==> src/rtl/audio_sigmadelta_dac_pkg.sv <==
// Shared constants for the sigma-delta audio DAC: default widths and the
// dither LFSR polynomial/seed.
package audio_sigmadelta_dac_pkg;

  localparam int DW_DEFAULT        = 15;
  localparam int DIV_SHIFT_DEFAULT = 6;

  // x^16 + x^14 + x^13 + x^11 + 1, Fibonacci form shifting left.
  localparam logic [15:0] LFSR_TAPS = 16'hB400;
  localparam logic [15:0] LFSR_SEED = 16'hACE1;

  function automatic logic [15:0] lfsr_next(input logic [15:0] s);
    return {s[14:0], ^(s & LFSR_TAPS)};
  endfunction

endpackage

==> src/rtl/audio_sigmadelta_dac_sd_channel.sv <==
// One audio channel: linear interpolator between sample ticks followed by a
// first-order sigma-delta modulator producing a 1-bit stream.
module audio_sigmadelta_dac_sd_channel
  import audio_sigmadelta_dac_pkg::*;
#(
  parameter int DW        = DW_DEFAULT,
  parameter int DIV_SHIFT = DIV_SHIFT_DEFAULT,
  parameter int DITHER    = 0
) (
  input  logic          clk,
  input  logic          rst_n,
  input  logic          tick,
  input  logic [DW-1:0] sample,
  input  logic [1:0]    dither,
  output logic          audio
);

  localparam int FW = DW + DIV_SHIFT + 1;

  logic [DW-1:0] target;
  logic [DW:0]   diff;
  logic [FW-1:0] frac;
  logic [DW-1:0] cur;
  logic [DW-1:0] u;
  logic [DW:0]   acc;
  logic [DW:0]   acc_sum;
  logic [1:0]    dither_eff;

  // frac holds cur scaled by 2**DIV_SHIFT; the tick snap makes the ramp
  // land exactly on target, so rounding error never accumulates.
  assign cur        = frac[DIV_SHIFT +: DW];
  assign u          = {~cur[DW-1], cur[DW-2:0]};
  assign dither_eff = (DITHER != 0) ? dither : 2'b00;
  assign acc_sum    = {1'b0, acc[DW-1:0]} + {1'b0, u} + {{(DW-1){1'b0}}, dither_eff};

  always_ff @(posedge clk or negedge rst_n) begin
    if (!rst_n) begin
      target <= '0;
      diff   <= '0;
      frac   <= '0;
      acc    <= '0;
    end else begin
      if (tick) begin
        target <= sample;
        frac   <= {target[DW-1], target, {DIV_SHIFT{1'b0}}};
        diff   <= {sample[DW-1], sample} - {target[DW-1], target};
      end else begin
        frac   <= frac + {{DIV_SHIFT{diff[DW]}}, diff};
      end
      acc <= acc_sum;
    end
  end

  // The carry out of the accumulator is the registered bitstream.
  assign audio = acc[DW];

endmodule

==> src/rtl/audio_sigmadelta_dac.sv <==
// Stereo sigma-delta DAC: sample tick generation, L/R swap and centred mix,
// dither LFSR, and one interpolating modulator per channel.
module audio_sigmadelta_dac
  import audio_sigmadelta_dac_pkg::*;
#(
  parameter int DW        = DW_DEFAULT,
  parameter int DIV_SHIFT = DIV_SHIFT_DEFAULT,
  parameter int DITHER    = 0
) (
  input  logic          clk,
  input  logic          rst_n,
  input  logic [DW-1:0] ldata,
  input  logic [DW-1:0] rdata,
  input  logic          exchan,
  input  logic          mix,
  output logic          audio_left,
  output logic          audio_right,
  output logic          sample_tick
);

  logic [DIV_SHIFT-1:0] cnt;
  logic [15:0]          lfsr;
  logic [DW-1:0]        a;
  logic [DW-1:0]        b;
  logic [DW-1:0]        mix_l;
  logic [DW-1:0]        mix_r;
  logic [DW-1:0]        sel_l;
  logic [DW-1:0]        sel_r;

  assign a = exchan ? rdata : ldata;
  assign b = exchan ? ldata : rdata;

  // 3/4 own + 1/4 other: magnitudes sum to at most full scale, so no clip.
  assign mix_l = ($signed(a) >>> 1) + ($signed(a) >>> 2) + ($signed(b) >>> 2);
  assign mix_r = ($signed(b) >>> 1) + ($signed(b) >>> 2) + ($signed(a) >>> 2);

  assign sel_l = mix ? mix_l : a;
  assign sel_r = mix ? mix_r : b;

  always_ff @(posedge clk or negedge rst_n) begin
    if (!rst_n) begin
      cnt         <= '0;
      sample_tick <= 1'b0;
      lfsr        <= LFSR_SEED;
    end else begin
      cnt         <= cnt + 1'b1;
      sample_tick <= (cnt == '1);
      lfsr        <= lfsr_next(lfsr);
    end
  end

  audio_sigmadelta_dac_sd_channel #(
    .DW        (DW),
    .DIV_SHIFT (DIV_SHIFT),
    .DITHER    (DITHER)
  ) u_left (
    .clk    (clk),
    .rst_n  (rst_n),
    .tick   (sample_tick),
    .sample (sel_l),
    .dither (lfsr[1:0]),
    .audio  (audio_left)
  );

  audio_sigmadelta_dac_sd_channel #(
    .DW        (DW),
    .DIV_SHIFT (DIV_SHIFT),
    .DITHER    (DITHER)
  ) u_right (
    .clk    (clk),
    .rst_n  (rst_n),
    .tick   (sample_tick),
    .sample (sel_r),
    .dither (lfsr[3:2]),
    .audio  (audio_right)
  );

endmodule
==> config.mk <==
export PLATFORM = sky130hd
export DESIGN_NAME = audio_sigmadelta_dac
export DESIGN_NICKNAME = d
export VERILOG_FILES = /design/src/rtl/audio_sigmadelta_dac_pkg.sv /design/src/rtl/audio_sigmadelta_dac_sd_channel.sv /design/src/rtl/audio_sigmadelta_dac.sv
export SDC_FILE = /design/constraint.sdc
export NUM_CORES = 1
export LEC_CHECK = 0
export BUFFER_PORTS_ARGS = -buffer_cell sky130_fd_sc_hd__buf_2
export CAP_MARGIN = 20
export CORE_ASPECT_RATIO = 0.5
export CORE_MARGIN = 10
export CORE_UTILIZATION = 57
export DETAILED_ROUTE_END_ITERATION = 7
export PLACE_DENSITY = 0.71
export SETUP_SLACK_MARGIN = 0.15
export SLEW_MARGIN = 20
export SYNTH_ARGS = -nofsm -noshare
export SYNTH_HDL_FRONTEND = slang
export SYNTH_HIERARCHICAL = 1
export SYNTH_SLANG_ARGS = --single-unit
==> constraint.sdc <==
create_clock -name clk -period 2.6 [get_ports clk]
set_input_delay 0.26 -clock clk [delete_from_list [all_inputs] [get_ports clk]]
set_output_delay 0.26 -clock clk [all_outputs]
set_load 0.005 [all_outputs]
# After elaboration in Yosys (flattened, before gate mapping)
# Cells that the tools add are included.
# classes
add_sub_neg	11
n_eq_ne	1
mux	6
n_bitwise	2
# op_table
op	count
two-way mux 15 bit	4
adder 22 bit	2
two-way mux 22 bit	2
adder 15 x 15 -> 16 bit	2
subtractor 15 x 15 -> 16 bit	2
adder 14 x 13 -> 15 bit	2
adder 15 x 13 -> 15 bit	2
adder 6 x 1 -> 6 bit, second input constant	1
equality test 6 bit, second input constant	1
inverter 1 bit	2
# word_totals
input_bits	34
ff_bits	145

# Depth between registers and ports, before layout
# depth
ltp_word	5
depth_mapped	20
ltp_nobuf	18

# By module
# Netlist, hierarchy kept.
# modules_own_cells
mod	seq_area_each_um2	cells_per_inst	area_per_inst_um2	instances
audio_sigmadelta_dac_sd_channel (u_right)	1701.6	547	4870.9	1
audio_sigmadelta_dac_sd_channel (u_left)	1701.6	492	4531.8	1
audio_sigmadelta_dac	585.6	350	3266.9	1

# Worst setup path before layout
# No wires, ideal clock.
# synth_path
kind	input port to flip-flop
from	input port exchan
to	register u_left.diff[10]
path_buffers	2
arrival_time_ns	4.642
stages	17
slack_ns	-2.166
required_ns	2.475
cell_sequence	clkbuf_1 -> buf_2 -> mux2_2 -> fa_1 -> ha_1 -> fa_1 -> a21o_1 -> a211o_1 -> a21o_1 -> xnor2_1 -> a21oi_1 -> ha_1 -> a2111o_1 -> o2111ai_1 -> nand2_1 -> xor2_1 -> mux2_2
# synth_via
elab_chain_len	5
word_cells_on_any_way	6
cone_classes	add/sub (3); mux (3)
# synth_lines
element	line	source
start, declared	audio_sigmadelta_dac.sv:14	input logic exchan,
two-way mux 15 bit	audio_sigmadelta_dac.sv:30	assign a = exchan ? rdata : ldata;
adder 14 x 13 -> 15 bit	audio_sigmadelta_dac.sv:34	assign mix_l = ($signed(a) >>> 1) + ($signed(a) >>> 2) + ($signed(b) >>> 2);
adder 15 x 13 -> 15 bit	audio_sigmadelta_dac.sv:34	
two-way mux 15 bit (*)	audio_sigmadelta_dac.sv:37	assign sel_l = mix ? mix_l : a;
via sel_l[7]	audio_sigmadelta_dac.sv:27	logic [DW-1:0] sel_l;
subtractor 15 x 15 -> 16 bit (*)	audio_sigmadelta_dac_sd_channel.sv:46	diff <= {sample[DW-1], sample} - {target[DW-1], target};
end signal, assigned	audio_sigmadelta_dac_sd_channel.sv:46	
end, declared	audio_sigmadelta_dac_sd_channel.sv:21	logic [DW:0] diff;
# Mark *: on every way through the listed nets, which the timed path passes. The rest lies on a longest branch.
# A chain may end at the register's enable or synchronous reset.

# Worst setup path after layout
# layout_path
from	input port exchan
to	register u_right.diff[11]
# layout_via
elab_chain_len	5
word_cells_on_any_way	6
cone_classes	add/sub (3); mux (3)
# layout_lines
element	line	source
two-way mux 15 bit	audio_sigmadelta_dac.sv:31	assign b = exchan ? ldata : rdata;
adder 14 x 13 -> 15 bit	audio_sigmadelta_dac.sv:35	assign mix_r = ($signed(b) >>> 1) + ($signed(b) >>> 2) + ($signed(a) >>> 2);
adder 15 x 13 -> 15 bit	audio_sigmadelta_dac.sv:35	
two-way mux 15 bit (*)	audio_sigmadelta_dac.sv:38	assign sel_r = mix ? mix_r : b;
via sel_r[7]	audio_sigmadelta_dac.sv:28	logic [DW-1:0] sel_r;
subtractor 15 x 15 -> 16 bit (*)	audio_sigmadelta_dac_sd_channel.sv:46	
end signal, assigned	audio_sigmadelta_dac_sd_channel.sv:46	
end, declared	audio_sigmadelta_dac_sd_channel.sv:21	
# Marks and branches as above.

==> flow_summary.ini <==
[power_and_ir_drop]
power_frac_clock_pct = 15.2
p_comb_share_pct = 65.0
ir_drop_v = 0.0009930
p_leak_nw = 7.403
seqPwrFrac_pct = 19.8
internal-power_mw = 9.461
switching_share_pct = 42.24
p_per_area_mw_per_mm2 = 997.8
switchingPower_mw = 6.919
finalPower_mw = 16.38

[global_routing]
overflow = 0
grt_pass1_wl_um = 54500
grt_max_degree = 68
antenna_found_initial = 0
grt_usage_pct = 23.69
grt_pass1_vias = 11420

[worst_setup_path]
cp_max_fo = 5
worstSetupPathType = primary input to flip-flop
critPathLaunchType = primary input
cp.arrival_ns = 4.36
critical_path.endpoint_type = flip-flop
cp_data_required_time_ns = 2.96

[die]
die_area_mm2 = 0.02808
initial_core_util_pct = 58.72
num_rows = 37
ios = 37
die_h_um = 123.6
core_area_mm2 = 0.02083
fp.dieW_um = 227.2

[route]
drt_iter0_drc = 687
drt-pass1-iter-count = 5
vias = 11510
drtAntennaViolNets = 0
drc = 0
via_per_inst = 6.072
routedWlPerCell_um = 18.26
routed_wl_um = 34630

[clock_tree]
clock_latency_ns = 0.45
cts_buffers = 17
clkTransAtPathRegs_ns = 0.06
h-tree-depth = 4
cts_tree = built
clock-sinks = 143
clock_path_buffers = 2
root_buffer = clkbuf_16

[timing]
relSlewSlack_pct = 40.96
period_share_pct = 153.9
timing.final.crit_period_ns = 4.001
worst-slew-pin-transition_ns = 0.8847
rsz0062_at_grt = true
fin_skew_ns = 0.009388
slew_viol_final = 0
fin_ws_ns = -1.401
max_clock_freq_mhz = 249.9
hold_viol = 0
setup_viol = 40

[status]
violations = negative setup slack
status = finished with violations

[place]
dp_hpwl_um = 23350
placedCellCount = 1807
portBuffers = 36
gp_congestion = 0.9355
dpl-instance-area_mm2 = 0.01416

[synth]
syn_inst = 1370
netlist_area_mm2 = 0.01223
syn_nets = 1565
syn_avg_cell_area_um2 = 8.929
synth_warnings = 6

[finish]
final_util_pct = 78.80
fillers = 1339
ff_latch_area_mm2 = 0.003582
multi_input_area_mm2 = 0.009467
area_growth_pct = 34.19
final_cell_area_mm2 = 0.01642
fin_cells = 1896
insertedDiodeCount = 0
drive_above_1_share_pct = 32.90
num-nets-final = 1805

[flow_run]
max-cap-violations = 0

[min_path]
hp-class = primary input to flip-flop
[worst max-delay path, stage by stage]
cell	delay, ns
buf_12	0.12
mux2_4	0.33
buf_6	0.13
buf_6	0.10
fa_2	0.43
ha_4	0.18
fa_2	0.42
a211oi_4	0.29
buf_4	0.15
o21bai_1	0.06
a21oi_1	0.16
xor2_1	0.19
a21oi_2	0.10
ha_4	0.31
buf_4	0.11
buf_6	0.09
nand4_1	0.08
a21oi_2	0.26
buf_4	0.18
o31ai_4	0.05
nor3b_2	0.15
o31ai_1	0.20
[state kept, by name, summed over array words and instances (netlist names)]
signal          count
u_right/diff       16
u_right/frac       21
u_right/acc        16
u_left/frac        21
u_right/target     15
sample_tick         1
u_left/acc         16
u_left/diff        16
cnt                 6
u_left/target      15
[routing by layer]
metal  up-vias  track usage [%]  routed length (µm)
met4         0            8.854                 984
li1       5481                -                   -
met2       312            41.53               17230
met3        72            3.895                1325
met1      5648            29.26               15090
met5         -                0                   0
[layout make-up]
cell class,instances,area share [%]
Multi-Input combinational cell,1114,57.67
Sequential cell,143,21.82
Timing Repair Buffer,270,13.34
Clock buffer,22,2.950
Tap cell,273,2.081
Inverter,64,1.463
Clock inverter,10,0.6784
[path summary, 6_finish.rpt]
check,depth (start not counted),endpoint,from,slack (ns)
worst max-delay path,22,u_right/diff[11],exchan,-1.40
worst min-delay path,5,u_left/target[1],mix,0.32
worst max register to register,10,u_left/frac[10],u_left/diff[0],0.19
worst min register to register,1,cnt[0],cnt[0],0.46
max in group asynchronous,3,sample_tick,rst_n,1.45
min in group asynchronous,2,u_right/acc[1],rst_n,0.40
[what timing repair did]
item | in CTS | in global routing
endpoints found under the setup margin | 53 | 60
hold buffers | 1 | 0
gates resized for setup | 124 | 126
cloned | 1 | 1
buffers inserted | 25 | 29
hold endpoints to repair | 63 | 0
pin swaps | 72 | 86
[per-stage QoR]
step / setup WS, ns / hold slack (ns) / setup TNS [ns]
after floorplan: -1.818 / -0.03559 / -38.94
after global placement: -1.889 / 0.3133 / -55.36
after detailed placement: -2.035 / 0.3156 / -58.45
after CTS: -1.346 / 0.3046 / -25.87
after global routing: -1.521 / 0.3542 / -33.43
final: -1.401 / 0.3228 / -29.31
[power groups by stage]
stage	clock, mW	sequential [mW]	combinational (mW)
finish	2.49	3.24	10.7
global route	2.62	3.31	11.7
CTS	2.52	3.23	9.66
detailed placement	0	3.27	8.98
global placement	0	3.25	8.64
floorplan	0	3.15	6.83
[cell usage in the layout (no fill, tap or decap), types with 11 or more instances in the layout]
master / count
buf_6: 32
nor2b_1: 16
o21a_1: 34
buf_2: 34
mux2_4: 23
buf_4: 194
o21ai_0: 78
nand4_1: 11
fa_1: 24
a211oi_1: 15
a21oi_2: 21
nand3_1: 26
nor2_1: 81
xnor2_1: 36
o21ai_2: 17
a21oi_1: 76
nand2_1: 133
o21ai_1: 28
dfrtp_1: 142
ha_4: 22
clkbuf_16: 18
ha_1: 103
nand2b_1: 12
nor3_1: 23
a31oi_1: 11
xor2_1: 23
inv_1: 58
mux2_2: 15
a21o_1: 49
Note: power is estimated with default switching activity, not from simulation.
